$ cat config.mk
export PLATFORM = sky130hd
export DESIGN_NAME = sp_ram_bist_flat
export DESIGN_NICKNAME = d
export VERILOG_FILES = /design/src/rtl/sp_ram_bist_pkg.sv /design/src/rtl/sp_ram_bist_if.sv /design/src/rtl/sp_ram_bist_addr_gen.sv /design/src/rtl/sp_ram_bist.sv /design/src/flat_wrapper.sv
export SDC_FILE = /design/constraint.sdc
export NUM_CORES = 1
export LEC_CHECK = 0
export CAP_MARGIN = 10
export CORE_ASPECT_RATIO = 0.8
export CORE_MARGIN = 5
export CORE_UTILIZATION = 40
export DETAILED_ROUTE_END_ITERATION = 7
export PLACE_DENSITY = 0.79
export SLEW_MARGIN = 10
export SYNTH_ARGS = -nofsm -noshare
export SYNTH_HDL_FRONTEND = slang
export SYNTH_SLANG_ARGS = --single-unit
$ cat constraint.sdc
create_clock -name clk -period 4.95 [get_ports clk]
set_clock_uncertainty 0.1 [all_clocks]
set_input_delay 0.99 -clock clk [delete_from_list [all_inputs] [get_ports clk]]
set_output_delay 0.99 -clock clk [all_outputs]
set_load 0.03 [all_outputs]
$ cat src/rtl/sp_ram_bist_pkg.sv
// Shared types and constants for the March C- single-port RAM BIST.
// Element table: address direction, read background and write background per march element.
package sp_ram_bist_pkg;

    typedef enum logic [2:0] {
        IDLE,
        WRITE,
        RD_ISSUE,
        RD_CHECK,
        DONE
    } state_t;

    // Background selectors, replicated across the data width by the user.
    localparam logic BG0 = 1'b0;
    localparam logic BG1 = 1'b1;

    localparam logic DIR_UP   = 1'b0;
    localparam logic DIR_DOWN = 1'b1;

    localparam logic [2:0] E0 = 3'd0;
    localparam logic [2:0] E1 = 3'd1;
    localparam logic [2:0] E2 = 3'd2;
    localparam logic [2:0] E3 = 3'd3;
    localparam logic [2:0] E4 = 3'd4;
    localparam logic [2:0] E5 = 3'd5;

    typedef struct packed {
        logic down;
        logic has_read;
        logic read_bg;
        logic has_write;
        logic write_bg;
    } elem_t;

    function automatic elem_t elem_info(input logic [2:0] e);
        elem_t info;
        info = '0;
        case (e)
            E0:      info = '{down: DIR_UP,   has_read: 1'b0, read_bg: BG0, has_write: 1'b1, write_bg: BG0};
            E1:      info = '{down: DIR_UP,   has_read: 1'b1, read_bg: BG0, has_write: 1'b1, write_bg: BG1};
            E2:      info = '{down: DIR_UP,   has_read: 1'b1, read_bg: BG1, has_write: 1'b1, write_bg: BG0};
            E3:      info = '{down: DIR_DOWN, has_read: 1'b1, read_bg: BG0, has_write: 1'b1, write_bg: BG1};
            E4:      info = '{down: DIR_DOWN, has_read: 1'b1, read_bg: BG1, has_write: 1'b1, write_bg: BG0};
            E5:      info = '{down: DIR_UP,   has_read: 1'b1, read_bg: BG0, has_write: 1'b0, write_bg: BG0};
            default: info = '0;
        endcase
        return info;
    endfunction

    function automatic logic elem_down(input logic [2:0] e);
        elem_t info;
        info = elem_info(e);
        return info.down;
    endfunction

endpackage

$ cat src/rtl/sp_ram_bist_if.sv
// RAM-side bus between the BIST (master) and the single-port RAM (slave).
interface sp_ram_bist_if #(
    parameter int ADDRESS_WIDTH = 4,
    parameter int DATA_WIDTH    = 8
);

    logic                     ram_en;
    logic                     ram_w_r;
    logic [ADDRESS_WIDTH-1:0] ram_add;
    logic [DATA_WIDTH-1:0]    ram_data_in;
    logic [DATA_WIDTH-1:0]    ram_data_out;

    modport master (
        output ram_en,
        output ram_w_r,
        output ram_add,
        output ram_data_in,
        input  ram_data_out
    );

    modport slave (
        input  ram_en,
        input  ram_w_r,
        input  ram_add,
        input  ram_data_in,
        output ram_data_out
    );

endinterface

$ cat src/rtl/sp_ram_bist_addr_gen.sv
// Up/down address counter for the march elements, loadable to 0 or DEPTH-1,
// with a terminal-count flag for the current direction.
module sp_ram_bist_addr_gen #(
    parameter int ADDRESS_WIDTH = 4,
    parameter int DEPTH         = 16
) (
    input  logic                     clk,
    input  logic                     rst,
    input  logic                     load,
    input  logic                     load_top,
    input  logic                     step,
    input  logic                     down,
    output logic [ADDRESS_WIDTH-1:0] addr,
    output logic                     last
);

    localparam logic [ADDRESS_WIDTH-1:0] TOP = ADDRESS_WIDTH'(DEPTH - 1);

    always_ff @(posedge clk or posedge rst) begin
        if (rst) begin
            addr <= '0;
        end else if (load) begin
            addr <= load_top ? TOP : '0;
        end else if (step) begin
            addr <= down ? addr - 1'b1 : addr + 1'b1;
        end
    end

    assign last = down ? (addr == '0) : (addr == TOP);

endmodule

$ cat src/rtl/sp_ram_bist.sv
// March C- BIST controller for a single-port RAM with one-cycle registered read data.
// Stops at the first mismatch and reports its address and march element.
module sp_ram_bist
    import sp_ram_bist_pkg::*;
#(
    parameter int ADDRESS_WIDTH = 4,
    parameter int DATA_WIDTH    = 8,
    parameter int DEPTH         = 16
) (
    input  logic                     clk,
    input  logic                     rst,
    input  logic                     start,
    output logic                     busy,
    output logic                     done,
    output logic                     pass,
    output logic [ADDRESS_WIDTH-1:0] fail_add,
    output logic [2:0]               fail_elem,
    sp_ram_bist_if.master            ram
);

    state_t                   state;
    logic [2:0]               elem;
    elem_t                    cur;
    logic                     next_down;
    logic [DATA_WIDTH-1:0]    expected;
    logic                     mismatch;

    logic [ADDRESS_WIDTH-1:0] addr;
    logic                     addr_last;
    logic                     addr_load;
    logic                     addr_load_top;
    logic                     addr_step;

    always_comb begin
        cur       = elem_info(elem);
        next_down = elem_down(elem + 3'd1);
        expected  = {DATA_WIDTH{cur.read_bg}};
        // Case-inequality so that undriven or unknown read bits count as a mismatch.
        mismatch  = (ram.ram_data_out !== expected);
    end

    always_comb begin
        addr_load     = 1'b0;
        addr_load_top = 1'b0;
        addr_step     = 1'b0;
        case (state)
            IDLE, DONE: begin
                addr_load = start;
            end
            WRITE: begin
                if (addr_last) begin
                    addr_load     = 1'b1;
                    addr_load_top = next_down;
                end else begin
                    addr_step = 1'b1;
                end
            end
            RD_CHECK: begin
                if (!mismatch && !cur.has_write && !addr_last) begin
                    addr_step = 1'b1;
                end
            end
            default: begin
                addr_load = 1'b0;
            end
        endcase
    end

    sp_ram_bist_addr_gen #(
        .ADDRESS_WIDTH (ADDRESS_WIDTH),
        .DEPTH         (DEPTH)
    ) u_addr_gen (
        .clk      (clk),
        .rst      (rst),
        .load     (addr_load),
        .load_top (addr_load_top),
        .step     (addr_step),
        .down     (cur.down),
        .addr     (addr),
        .last     (addr_last)
    );

    assign ram.ram_add = addr;

    // RAM strobes are set on the transition into each state so they come straight from flops.
    always_ff @(posedge clk or posedge rst) begin
        if (rst) begin
            state           <= IDLE;
            elem            <= E0;
            busy            <= 1'b0;
            done            <= 1'b0;
            pass            <= 1'b0;
            fail_add        <= '0;
            fail_elem       <= '0;
            ram.ram_en      <= 1'b0;
            ram.ram_w_r     <= 1'b0;
            ram.ram_data_in <= '0;
        end else begin
            case (state)
                IDLE, DONE: begin
                    if (start) begin
                        state           <= WRITE;
                        elem            <= E0;
                        busy            <= 1'b1;
                        done            <= 1'b0;
                        pass            <= 1'b0;
                        fail_add        <= '0;
                        fail_elem       <= '0;
                        ram.ram_en      <= 1'b1;
                        ram.ram_w_r     <= 1'b1;
                        ram.ram_data_in <= {DATA_WIDTH{BG0}};
                    end
                end
                WRITE: begin
                    if (addr_last) begin
                        elem        <= elem + 3'd1;
                        state       <= RD_ISSUE;
                        ram.ram_w_r <= 1'b0;
                    end else if (cur.has_read) begin
                        state       <= RD_ISSUE;
                        ram.ram_w_r <= 1'b0;
                    end
                end
                RD_ISSUE: begin
                    state <= RD_CHECK;
                end
                RD_CHECK: begin
                    if (mismatch) begin
                        state      <= DONE;
                        busy       <= 1'b0;
                        done       <= 1'b1;
                        pass       <= 1'b0;
                        fail_add   <= addr;
                        fail_elem  <= elem;
                        ram.ram_en <= 1'b0;
                    end else if (cur.has_write) begin
                        state           <= WRITE;
                        ram.ram_w_r     <= 1'b1;
                        ram.ram_data_in <= {DATA_WIDTH{cur.write_bg}};
                    end else if (addr_last) begin
                        state      <= DONE;
                        busy       <= 1'b0;
                        done       <= 1'b1;
                        pass       <= 1'b1;
                        ram.ram_en <= 1'b0;
                    end else begin
                        state <= RD_ISSUE;
                    end
                end
                default: begin
                    state <= IDLE;
                end
            endcase
        end
    end

endmodule
$ cat src/flat_wrapper.sv
// flat-port wrapper written by rule: the top's interface ports become plain ports
module sp_ram_bist_flat import sp_ram_bist_pkg::*;
#(
    parameter int ADDRESS_WIDTH = 4,
    parameter int DATA_WIDTH    = 8,
    parameter int DEPTH         = 16
)
  (clk, rst, start, busy, done, pass, fail_add, fail_elem, ram_ram_en, ram_ram_w_r, ram_ram_add, ram_ram_data_in, ram_ram_data_out);
  sp_ram_bist_if #(.ADDRESS_WIDTH(ADDRESS_WIDTH), .DATA_WIDTH(DATA_WIDTH)) ram_i ();
  input  logic clk;
  input  logic rst;
  input  logic start;
  output logic busy;
  output logic done;
  output logic pass;
  output logic [ADDRESS_WIDTH-1:0] fail_add;
  output logic [2:0] fail_elem;
  output wire logic [$bits(ram_i.ram_en)-1:0] ram_ram_en;
  output wire logic [$bits(ram_i.ram_w_r)-1:0] ram_ram_w_r;
  output wire logic [$bits(ram_i.ram_add)-1:0] ram_ram_add;
  output wire logic [$bits(ram_i.ram_data_in)-1:0] ram_ram_data_in;
  input wire logic [$bits(ram_i.ram_data_out)-1:0] ram_ram_data_out;
  assign ram_ram_en = ram_i.ram_en;
  assign ram_ram_w_r = ram_i.ram_w_r;
  assign ram_ram_add = ram_i.ram_add;
  assign ram_ram_data_in = ram_i.ram_data_in;
  assign ram_i.ram_data_out = ram_ram_data_out;
  sp_ram_bist #(.ADDRESS_WIDTH(ADDRESS_WIDTH), .DATA_WIDTH(DATA_WIDTH), .DEPTH(DEPTH)) u_core (.clk(clk), .rst(rst), .start(start), .busy(busy), .done(done), .pass(pass), .fail_add(fail_add), .fail_elem(fail_elem), .ram(ram_i));
endmodule
# Yosys cells after proc, flatten, opt, wreduce, memory -nomap -nowiden
# Index checks and enable logic that the tools add are counted.
# totals
wordCells	107
output_inout_bits	24
mem_bits_rw	0
latchBits	0
rom_bits	0
n_memories	0
register_bits	29
in_bits	11
# op_classes
bitwise	0
mul	0
mux	50
n_div	0
reduce_logical	20
n_lt_le_gt_ge	0
eq_ne	24
addsub	3
n_shift	0
# op_table
op	count
$pmux 5 s6	2
$mux 3	9
$mux 4	6
$mux 8	3
$mux 1	19
$eq 3x2->1 const B	6
$pmux 8 s2	1
$eq 3x3->1 const B	5
$pmux 3 s2	2
$pmux 3 s4	1
$pmux 1 s2	5
$eq 3x1->1 const B	3
$logic_not 3->1	3
$nex 8x8->1	1
$pmux 4 s2	1
$reduce_and 4->1	2
$ne 2x1->1 const B	3
$ne 3x1->1 const B	2
$reduce_and 3->1	2
$reduce_bool 2->1	3
$reduce_and 5->1	1
$add 4x1->4 const B	1
$eq 4x4->1 const B	1
$logic_not 4->1	1
10 further kinds	14

# Longest topological paths before layout
# Gate-level depths: netlist of the first run.
# depth
ltp_word	10
depth_mapped	11
ltp_nobuf	10

# Modules after synthesis
# Synthesis of the first run repeated with hierarchy kept, for this count alone.
# hier_totals
hier_cells	159
area_unflattened_um2	1505.2
# modules_own_cells
mod	seq_area_each_um2	cells_per_inst	n_inst	area_per_inst_um2
sp_ram_bist	450.4	120	1	1148.6
sp_ram_bist_addr_gen	100.1	39	1	356.6

# Worst setup path before layout of the first run
# No wires, ideal clock.
# synth_path
kind	register to register
startpoint	register u_core.elem[0]
endpoint	register u_core.u_addr_gen.addr[3]
period_less_slack_ps	2445
path_slack_ps	2505
setup_time_ps	78
arrival_time_ps	2268
path_buffers	0
required_time_ps	4772
path_stages_with_launch	11
path_cell_list	dfrtp_1 -> ha_1 -> ha_1 -> a21oi_2 -> inv_1 -> ha_1 -> a21o_2 -> a21oi_1 -> xnor2_1 -> o31ai_1 -> o2bb2ai_1
# synth_via
elab_chain_len	9
word_cells_on_any_way	34
cone_classes	1 x add/sub; 11 x eq/ne; 14 x mux; 8 x reduce/logical
# synth_rtl
item	line_no	rtl
start, declared	sp_ram_bist.sv:22	logic [2:0] elem;
start signal, assigned	sp_ram_bist.sv:116	elem <= elem + 3'd1;
$eq 3x3->1 (tied with other cells)	sp_ram_bist_pkg.sv:38	case (e)
$pmux 5 s6	sp_ram_bist_pkg.sv:38	
$nex 8x8->1	sp_ram_bist.sv:39	mismatch = (ram.ram_data_out !== expected);
$logic_not 1->1	sp_ram_bist.sv:59	if (!mismatch && !cur.has_write && !addr_last) begin
$logic_and 1x1->1 (2 in series)	sp_ram_bist.sv:59	
$mux 1	sp_ram_bist.sv:59	
$pmux 1 s2	sp_ram_bist.sv:46	case (state)
$reduce_bool 2->1 (no source line)	n/a	
end signal, assigned	sp_ram_bist_addr_gen.sv:23	addr <= load_top ? TOP : '0;
end signal, assigned	sp_ram_bist_addr_gen.sv:25	addr <= down ? addr - 1'b1 : addr + 1'b1;
end, declared	sp_ram_bist_addr_gen.sv:13	output logic [ADDRESS_WIDTH-1:0] addr,
# Parallel ways exist; a longest one is shown, timed or not. The select of a mux whose other input is x is not followed.
# A chain may end at the register's enable or synchronous reset.

# Final worst setup path of the first run
# layout_path
startpoint	input ram_ram_data_out[6]
endpoint	register u_core.state[1]
# layout_via
elab_chain_len	3
# layout_rtl
item	line_no	rtl
start, declared	flat_wrapper.sv:22	input wire logic [$bits(ram_i.ram_data_out)-1:0] ram_ram_data_out;
$nex 8x8->1	sp_ram_bist.sv:39	
$mux 3	sp_ram_bist.sv:128	if (mismatch) begin
$pmux 3 s4	sp_ram_bist.sv:99	case (state)
end signal, assigned	sp_ram_bist.sv:102	state <= WRITE;
end signal, assigned	sp_ram_bist.sv:125	state <= RD_CHECK;
end signal, assigned	sp_ram_bist.sv:129	state <= DONE;
end, declared	sp_ram_bist.sv:21	state_t state;
# No other way between the ends.

==> qor.yml, run 1 <==
status: "completed"
synth_area_um2: 1400
wirelength_um: 3340
setup_viol: 0
intPower_w: 0.000486
synth_area_leader_cell: "dfrtp_1"
pre_cts_slack_ns: 1.61
hpwlAfterDp_um: 2520
grt_max_degree: 23
cts_tree: "built"
synth_fp_nets: 169
power_density_nw_per_um2: 494
synth_compound_area_frac: 0.171
avgSynthCellArea_um2: 9.37
synthArstFlopShare: 1.00
multi_input_area_um2: 734
layout-drive-gt1-share: 0.104
synth_cell_types: 42
hold_viol_final: 0
yosysSeqAreaShare: 0.394
synth-simple-area-share: 0.189
drc_errors: 0
combPwrFrac: 0.529
cts-root-buf: "clkbuf_8"
drt-wirelength-per-cell_um: 15.5
endpoint_kind: "flip-flop"
synth_common_cells: "nand2_1 (23), dfrtp_1 (22), o21ai_0 (15)"
grt_pass1_wl_um: 5940
start_util: 0.411
setup_slack_ns: 2.04
period_minus_slack_ns: 2.91
area.growth.synth_to_final_pct: 25.5
crit_type: "in2reg"
worstHoldPathCells: 2
synth.most_common_cell: "nand2_1"
grt_pass1_vias: 1298
arrival_ns: 2.96
clk_latency_ns: 0.26
dr.first_iter.drc_count: 31
worst_pin_slew_ns: 0.832
core_um2: 3400
drv_slew: 0
rows: 19
io_pins: 35
first_pass_iters: 4
cts_hold_buf: 0
clkTransAtPathRegs_ns: 0.07
fin_crit_sh: 0.588
post_cts_resized: 0
routabilityCongestion: 0.836
critPathMaxStageDelay_ns: 0.53
clock_power_share: 0.126
synthFlopType: "dfrtp_1"
routed_via_density: 5.62
synth_top_area_frac: 0.394
track_usage: 0.145
synthAdderAreaFrac: 0.0860
die_area_um2: 4780
final_util: 0.516
vias: 1209
synth-seq-cells: 22
h-tree-depth: 1
cts_sinks: 22
antennaDiodeCount: 0
grt.overflow.total: 0
cts_buffer_depth: 2
synth_mux_area_frac: 0.0636
seqPwrFrac: 0.345
yosysWarnings: 0
power.switching_w: 0.000380
holdWs_ns: 0.396
max_cap_viol_count: 0
postCtsSetupRepairBufs: 0
antenna_found_initial: 0
nets: 195
synthTopCellsByArea: "dfrtp_1 (39%), ha_1 (7.2%), nand2_1 (6.2%), o21ai_0 (5.4%), buf_4 (4.8%)"
max_freq_ghz: 0.344
fillers: 311
critPathLaunchType: "primary input"
leakage_nw: 0.737
cts_made_buffers: 3
layout.area.seq_um2: 551
path_cells: "clkdlybuf4s50_1 > nand4_1 > nor3_1 > nor2_1 > o311a_2 > nor4_1"
rr_worst_depth: 10
fin_setup_tns_ns: 0
synth_edf_count: 0
die_h_um: 62.8
finalPower_w: 0.000866
irDropWorstVdd_mv: 0.271
cp_max_fo: 5
die_w_um: 76.1
cp_slowest_cell: "nor3_1"
ant_nets: 0
p_sw_frac: 0.439
netlist_instances: 149
portBuffers: 34
hold_path.class: "reg2reg"
relSlewSlack: 0.445
synth_xor_area_frac: 0.0125
synth_top_family_by_area: "simple AND/OR/NAND/NOR gates"
rsz0062_at_grt: "false"
required_ns: 5.00
final cells by class:
type | count | share of cell area
Tap cell | 42 | 0.0300
Timing Repair Buffer | 34 | 0.194
Multi-Input combinational cell | 105 | 0.419
Clock buffer | 3 | 0.0236
Sequential cell | 22 | 0.314
Inverter | 9 | 0.0193
worst paths after layout:
path	startpoint	end	slack, ns
worst max-delay path	ram_ram_data_out[6]	u_core.state[1]	2.04
worst min-delay path	u_core.done	u_core.done	0.40
worst max register to register	u_core.elem[1]	u_core.u_addr_gen.addr[3]	2.19
worst min register to register	u_core.done	u_core.done	0.40
max in group asynchronous	rst	u_core.ram.ram_data_in[6]	3.14
min in group asynchronous	rst	u_core.elem[0]	1.09
registers in the layout (all words and copies together) (netlist names):
name / count
u_core.pass: 1
u_core.done: 1
u_core.elem: 3
u_core.fail_add: 4
u_core.ram.ram_en: 1
u_core.fail_elem: 3
u_core.ram.ram_w_r: 1
u_core.u_addr_gen.addr: 4
u_core.state: 3
u_core.ram.ram_data_in: 1
worst max-delay path: cells and delay by family:
family | cells | cell delay (ns)
buf+inv | 1 | 0.49
compound gates | 1 | 0.44
simple gates | 4 | 1.05
placed cells by master, fill, tap and decap left out, types with 5 or more instances in the layout:
master / synthesis / layout
clkdlybuf4s50_1: 0 / 34
dfrtp_1: 22 / 22
ha_1: 8 / 8
nor2_1: 8 / 8
nand2_1: 23 / 23
o21ai_0: 15 / 15
nand3_1: 5 / 5
inv_1: 9 / 9
mux2_2: 5 / 5
routing by layer:
metal	share of wire	track usage	wire (µm)
met1	0.45	0.191	1520
met2	0.45	0.230	1510
met3	0.080	0.0360	266
met4	0.014	0.0524	48
met5	0	0	0
through the flow:
step           area [µm²]  std cells
6_report             1750        215
5_1_grt              1750        215
4_1_cts              1750        215
3_5_place_dp         1710        212
3_3_place_gp         1710        212
2_1_floorplan        1400        149
logic make-up after synthesis:
| group | after synthesis |
|---|---|
| AOI/OAI and AO/OA | 34 |
| xor gates and xnor gates | 2 |
| adders and majority gates | 9 |
| buffers and inverters | 22 |
| DFF | 22 |
| muxes | 7 |
| and+or+nand+nor | 53 |
power by group through the flow:
| stage | sequential, W | clock, W | combinational, W |
|---|---|---|---|
| final | 0.000299 | 0.000109 | 0.000458 |
| after global routing | 0.000308 | 0.000118 | 0.000503 |
| after CTS | 0.000296 | 0.000114 | 0.000461 |
| after detailed placement | 0.000299 | 0 | 0.000455 |
| after global placement | 0.000295 | 0 | 0.000442 |
| after floorplan | 0.000360 | 0 | 0.000245 |
(Power assumes the default switching activity.)
==> run 2: changes to the inputs <==
PLACE_DENSITY = 0.82   (was 0.79)
clock period = 2.6 ns   (was 4.95 ns; I/O delays follow)
==> run 2 against run 1 <==
  * Critical path depth rose by 2
  * Non-clock buffer count grew 5
  * Sequential share of layout area shrank 0.78 points
  * Design area rose by 3.0%
  * Sequential power increased by 90%
==> qor.yml, run 2 (synthesis gave the netlist of run 1 again) <==
required_ns: 2.67
fin_area_um2: 1810
status: "completed"
holdWs_ns: 0.385
leakage_nw: 0.762
min_from: "u_core.done"
hold_viol_final: 0
nets: 200
vias: 1195
cts_buffer_depth: 2
ant_nets: 0
fin_setup_tns_ns: 0
irDropWorstVdd_mv: 0.545
setup_viol: 0
area.growth.synth_to_final_pct: 29.3
final_common_cell: "clkdlybuf4s50_1"
dr.first_iter.drc_count: 57
clkTransAtPathRegs_ns: 0.08
routabilityCongestion: 0.846
endpoint_kind: "flip-flop"
setup_slack_ns: 0.135
place_area_um2: 1740
start_util: 0.411
die_h_um: 62.8
grt_max_degree: 23
grt_pass1_wl_um: 5550
instances_no_fill: 221
power.switching_w: 0.000732
rsz0062_at_grt: "false"
grt_pass1_vias: 1195
cp_max_fo: 7
drv_slew: 0
hold_path.class: "reg2reg"
die_w_um: 76.1
clk_latency_ns: 0.27
critPathLaunch: "u_core.elem[0]"
critPathLaunchType: "flip-flop"
seqPwrFrac: 0.333
period_minus_slack_ns: 2.46
pre_cts_slack_ns: 0.128
antenna_found_initial: 0
antennaDiodeCount: 0
cts_hold_buf: 0
die_area_um2: 4780
combPwrFrac: 0.522
io_pins: 35
rows: 19
grt.overflow.total: 0
drt-wirelength-per-cell_um: 14.7
reg.largest.list: "u_core.fail_add x4, u_core.u_addr_gen.addr x4"
clock_power_share: 0.145
cts_made_buffers: 3
fin_crit_sh: 0.948
rrSetupSlack_ns: 0.14
track_usage: 0.139
cts-root-buf: "clkbuf_8"
routed_via_density: 5.41
power_density_nw_per_um2: 945
crit_type: "reg2reg"
max_freq_ghz: 0.406
postCtsSetupRepairBufs: 0
timing.rr.start: "u_core.elem[0]"
intPower_w: 0.000973
post-place-cells: 217
h-tree-depth: 1
hpwlAfterDp_um: 2370
layout-drive-gt1-share: 0.145
p_sw_frac: 0.429
first_pass_iters: 4
arrival_ns: 2.53
max_cap_viol_count: 0
wirelength_um: 3250
cts_sinks: 22
cts_tree: "built"
portBuffers: 34
worst_pin_slew_ns: 0.450
drc_errors: 0
core_um2: 3400
relSlewSlack: 0.699
layout_common_cells: "clkdlybuf4s50_1 (34), nand2_1 (23), dfrtp_1 (20)"
-- run 2: changes by cell type in the layout (fill, tap and decap cells not counted) --
cell | before | now
a21oi_1 | 1 | 0
a21oi_2 | 1 | 2
buf_4 | 0 | 5
clkbuf_8 | 3 | 4
dfrtp_1 | 22 | 20
dfrtp_2 | 0 | 2
nor3_1 | 3 | 4
nor3_2 | 1 | 0
-- run 2: repair_timing --
action | 4_1_cts | 5_1_grt
endpoints found under the setup margin | 0 | 2
resized for setup | 0 | 3
hold endpoints to repair | 0 | 0
-- run 2: path summary, 6_finish.rpt --
check | to | cells past startpoint
setup / recovery | u_core.ram.ram_data_in[6] | 8
hold reg to reg | u_core.done | 2
setup reg to reg | u_core.ram.ram_data_in[6] | 8
max in group asynchronous | u_core.elem[0] | 3
hold / removal | u_core.done | 2
min in group asynchronous | u_core.done | 3
-- run 2: layout make-up --
| type | instances | area (µm²) |
|---|---|---|
| sequential | 22 | 553 |
| clock buffer | 4 | 55.1 |
| timing repair buffer | 39 | 378 |
| fill | 317 | 1590 |
| inverter | 9 | 33.8 |
| multi-input combinational | 105 | 733 |
| tap | 42 | 52.6 |
-- run 2: power by group through the flow --
stage	combinational [W]	sequential, W	clock (W)
3_5_place_dp	0.000883	0.000571	0
4_1_cts	0.000889	0.000565	0.000259
6_report	0.000889	0.000568	0.000248
5_1_grt	0.000970	0.000589	0.000270
3_3_place_gp	0.000866	0.000569	0
2_1_floorplan	0.000467	0.000685	0
-- run 2: per-layer routing --
metal,GRT usage,vias up,wire length [µm]
met5,0,-,0
met4,0.0524,0,55
met3,0.0245,5,154
met2,0.206,34,1350
met1,0.199,573,1690
li1,-,583,-
-- run 2: stage by stage --
| step | total power (W) | utilization |
|---|---|---|
| after global routing | 0.00183 | 0.531 |
| final | 0.00171 | 0.531 |
| after global placement | 0.00144 | 0.513 |
| after CTS | 0.00171 | 0.529 |
| after detailed placement | 0.00145 | 0.513 |
| after floorplan | 0.00115 | - |
-- run 2: critical path, cell delays in order, from the launching register on --
cell     delay (ns)
dfrtp_2        0.45
ha_1           0.22
ha_1           0.24
a21oi_2        0.15
buf_4          0.17
mux2i_4        0.37
nor4_4         0.12
or3_1          0.34
o41ai_2        0.21
==> run 3: changes to the inputs <==
TNS_END_PERCENT = 5   (was unset)
==> results of run 3 <==
Same layout as run 2: the final DEF is identical, and so are final timing and power.
